$ cat src/rtl/demux_1x2_tdm.sv
// Time-division demultiplexer: one input stream steered to two registered
// output channels, with ch0->ch1 ordering check and completed-frame counter.
//
// state | meaning
// ------+--------------------------------------------
// EXP0  | next accepted word should target channel 0
// EXP1  | next accepted word should target channel 1
module demux_1x2_tdm #(
    parameter int WIDTH = 8,
    parameter int CNT_W = 16
) (
    input  logic             clk,
    input  logic             rst,
    input  logic             in_valid,
    input  logic             in_sel,
    input  logic [WIDTH-1:0] in_data,
    output logic             in_ready,
    output logic [WIDTH-1:0] out0_data,
    output logic             out0_valid,
    input  logic             out0_ready,
    output logic [WIDTH-1:0] out1_data,
    output logic             out1_valid,
    input  logic             out1_ready,
    output logic             seq_err,
    output logic [CNT_W-1:0] frame_cnt
);

    typedef enum logic {
        EXP0 = 1'b0,
        EXP1 = 1'b1
    } state_t;

    state_t state;
    state_t state_next;
    logic   in_xfer;
    logic   ch0_load;
    logic   ch1_load;
    logic   seq_err_next;
    logic   frame_inc;

    // Backpressure looks only at the channel the current word is headed for.
    assign in_ready = in_sel ? (!out1_valid || out1_ready) : (!out0_valid || out0_ready);
    assign in_xfer  = in_valid && in_ready;
    assign ch0_load = in_xfer && !in_sel;
    assign ch1_load = in_xfer && in_sel;

    always_ff @(posedge clk) begin
        if (rst) begin
            out0_valid <= 1'b0;
            out0_data  <= '0;
            out1_valid <= 1'b0;
            out1_data  <= '0;
        end else begin
            if (ch0_load) begin
                out0_data  <= in_data;
                out0_valid <= 1'b1;
            end else if (out0_valid && out0_ready) begin
                out0_valid <= 1'b0;
            end

            if (ch1_load) begin
                out1_data  <= in_data;
                out1_valid <= 1'b1;
            end else if (out1_valid && out1_ready) begin
                out1_valid <= 1'b0;
            end
        end
    end

    // Out-of-order words are still delivered; only the sequence state holds.
    always_comb begin
        state_next   = state;
        seq_err_next = 1'b0;
        frame_inc    = 1'b0;
        if (in_xfer) begin
            case (state)
                EXP0: begin
                    if (!in_sel) state_next   = EXP1;
                    else         seq_err_next = 1'b1;
                end
                EXP1: begin
                    if (in_sel) begin
                        state_next = EXP0;
                        frame_inc  = 1'b1;
                    end else begin
                        seq_err_next = 1'b1;
                    end
                end
                default: state_next = EXP0;
            endcase
        end
    end

    always_ff @(posedge clk) begin
        if (rst) begin
            state     <= EXP0;
            seq_err   <= 1'b0;
            frame_cnt <= '0;
        end else begin
            state   <= state_next;
            seq_err <= seq_err_next;
            if (frame_inc) frame_cnt <= frame_cnt + 1'b1;
        end
    end

endmodule

$ cat config.mk
export PLATFORM = sky130hd
export DESIGN_NAME = demux_1x2_tdm
export DESIGN_NICKNAME = d
export VERILOG_FILES = /design/src/rtl/demux_1x2_tdm.sv
export SDC_FILE = /design/constraint.sdc
export NUM_CORES = 1
export LEC_CHECK = 0
export ABC_AREA = 1
export CAP_MARGIN = 20
export CORE_ASPECT_RATIO = 1.4
export CORE_UTILIZATION = 41
export DETAILED_ROUTE_END_ITERATION = 8
export MAX_ROUTING_LAYER = met4
export PLACE_DENSITY_LB_ADDON = 0.2
export SYNTH_ARGS = -nofsm -noshare
export SYNTH_HDL_FRONTEND = slang
export SYNTH_SLANG_ARGS = --single-unit
$ cat constraint.sdc
create_clock -name clk -period 1.2 [get_ports clk]
set_input_delay 0.24 -clock clk [delete_from_list [all_inputs] [get_ports clk]]
set_output_delay 0.24 -clock clk [all_outputs]
set_load 0.1 [all_outputs]
==> reports/results.txt <==
CTS root buffer -> clkbuf_8
First-pass GRT wire length -> 8121 um
Clk pwr share -> 31.0%
DR iter-0 viols -> 71
First drt pass iteration count -> 4
Total GRT Usage -> 28.86%
Critical Path RT -> 1.40 ns
WL per Instance -> 16.40 um
Port Buf Inserts -> 49
Nature of the critical path endpoint -> flip-flop
Max IR drop VDD -> 1317 uV
Final #Nets -> 328
Post-DRT Antenna Nets -> 0
CTS tree -> built
Period Utilization, post-route -> 113.1%
CP max stage delay -> 0.41 ns
Met2 Resource Use GR -> 48.19%
Initial core utilization -> 43.26%
Clock period minus worst slack -> 1.357 ns
Max Fclk -> 736.7 MHz
Crit path DAT -> 1.56 ns
Hold Buf Count CTS -> 0
LEAKAGE -> 1.355 nW
Critical path fanouts, max -> 5
Initial antenna violation count -> 0
Slew HR -> 84.67%
Reg2Reg Depth -> 7
Most used cell, CP -> nand2_1
Area contributors post-synth -> dfxtp_1, nor2_1, nand2_1
Commonest non-fill, non-tap cell in the layout -> nor2_1
Sw Share -> 33.79%
Clk_lat worst skew -> 0.30 ns
Unrepaired setup endpoints after global routing -> yes
GR Util met1 -> 29.40%
Vias in the first global route -> 1765
Commonest non-fill, non-tap cells in the layout -> nor2_1, buf_12, nand2_1
Status -> finished, violations left
Crit Path Class -> flip-flop to flip-flop
Least-Margin Pin Slew -> 0.2275 ns
CP cell instances -> nand2_1 > nor2_4 > nand3_2 > nor2_2 > nand3_1 > nand2_1 > nor2_1
CP Launch Type -> flip-flop
Layout Skew -> 0.01276 ns
Net Count, Synth -> 241
# setup viols final -> 33
Mean number of vias per cell -> 5.431
Syn Std Cell Area -> 1590 sq um
Die width -> 54.64 um
TNS Setup -> -2.170 ns
Seq/Total Area, Yosys -> 45.32%
Share of the synthesized area in the top cell type -> 45.32%
Met3 usage -> 7.984%
PnR worst setup slack -> -0.1574 ns
Max cap viols -> 0
Slew Viols, Final -> 0
Total placed instance area -> 2795 sq um
Share of layout cells above drive strength 1 -> 58.79%
H-tree level count -> 2
Core region area -> 3676 sq um
Gpl congestion -> 0.7599
Layout overhead on the synthesized area -> 105.5%
Total wire length -> 5822 um
# diodes -> 0
Final Instance Area -> 3268 sq um
DRC violations left -> 0
Hold depth -> 4
Detailed-placement wirelength estimate -> 3120 um
Bufs on Longest Clock Path -> 2
Internal power -> 2.093 mW
Die Height -> 75.69 um
Num ports -> 50
Combinational share of power -> 28.4%
Cells after Synth -> 225
Tot Pwr -> 3.160 mW
Failing checks -> setup timing
FF+latch count, synth -> 36
Switching power -> 1.068 mW
Vias -> 1928
Global route total overflow -> 0
Synth unique cells -> 20
Largest net degree at the start of global routing -> 15
Total CTS buffers -> 5
Hold Crit Class -> input port to flip-flop
Seq pwr share -> 40.6%
Clock slew at reported path FFs -> 0.08 ns
CP max-delay cell -> dfxtp_4
PwrDens -> 967.0 nW/um^2
FP Rows -> 26
YS warnings -> 0
Cell taking the most area after synthesis -> dfxtp_1
Die area -> 4135 sq um
Clock sink total -> 36
Final hold viol count -> 0
Most crowded layer after global routing -> met2
Synth Area per Inst -> 7.068 sq um
logic make-up after synthesis:
kind of cell             after synthesis  synth area share [%]
flip-flops                            36                 45.32
AO/OA/AOI/OAI                         33                 10.62
buffers and inverters                 24                 7.081
adder cells (fa/ha/maj)                2                 1.573
AND/OR/NAND/NOR                      130                 35.40
through the flow:
stage	cells	setup WS [ns]	hold WS [ns]	utilization (%)
finish	355	-0.1574	0.4481	88.90
global route	355	-0.2155	0.4542	88.90
CTS	354	-0.06481	0.5051	84.79
detailed placement	334	-0.4994	0.4994	76.04
global placement	334	-0.4449	0.4969	76.04
floorplan	225	-0.2581	0.2933	-
cell type report:
class                           instances  area [sq um]
Clock buffer                            8         100.1
Fill cell                             139         407.9
Inverter                               18         75.07
Multi-Input combinational cell        165          1035
Sequential cell                        36         798.3
Tap cell                               42         52.55
Timing Repair Buffer                   86          1207
power groups by stage:
stage | Combinational, mW | Clock (mW) | Sequential (mW)
finish | 0.897 | 0.981 | 1.28
global route | 0.926 | 1.02 | 1.29
CTS | 0.865 | 0.977 | 1.28
detailed placement | 0.803 | 0 | 1.30
global placement | 0.791 | 0 | 1.30
floorplan | 0.151 | 0 | 1.61
cells in the mapped netlist:
cell and number:
inv_1 15, inv_2 3, nand2_1 42, buf_8 1, nor2_4 3, a21oi_1 14, nand3_4 1, nand3_1 17
nand3_2 1, buf_4 1, nand2_2 1, buf_6 1, nor2_1 62, dfxtp_1 36, clkbuf_1 3, ha_1 2
nor3_1 1, a21oi_2 1, nand3b_1 2, o21ai_0 18
sequential cells by signal, indices dropped and copies added, names as in the netlist:
name and count:
out0_valid 1, frame_cnt 16, out1_data 8, out0_data 8
out1_valid 1, state 1, seq_err 1
metal layers:
metal,up-vias,part of all wire (%)
met1,931,39
li1,895,-
met3,26,4.5
met4,0,3.8
met5,-,0
met2,76,53
final timing paths:
kind,startpoint,endpoint,slack (ns)
worst min-delay path,in_sel,seq_err,0.45
worst max register to register,frame_cnt[2],frame_cnt[15],-0.16
worst min register to register,out1_data[0],out1_data[0],0.54
worst max-delay path,frame_cnt[2],frame_cnt[15],-0.16
timing repair:
item / 4_1_cts / 5_1_grt
pin swaps: 7 / 24
gates resized for setup: 33 / 59
setup endpoints to repair: 37 / 43
gates cloned: 2 / 0
endpoints found under the hold margin: 0 / 0
setup buffers: 11 / 4
worst max-delay path, delay by kind of cell (launching register included):
| kind | cells | cell delay (ns) |
|---|---|---|
| AND/OR/NAND/NOR | 7 | 0.85 |
| flip-flops | 1 | 0.41 |
No activity file was read; power rests on OpenSTA's default activity.
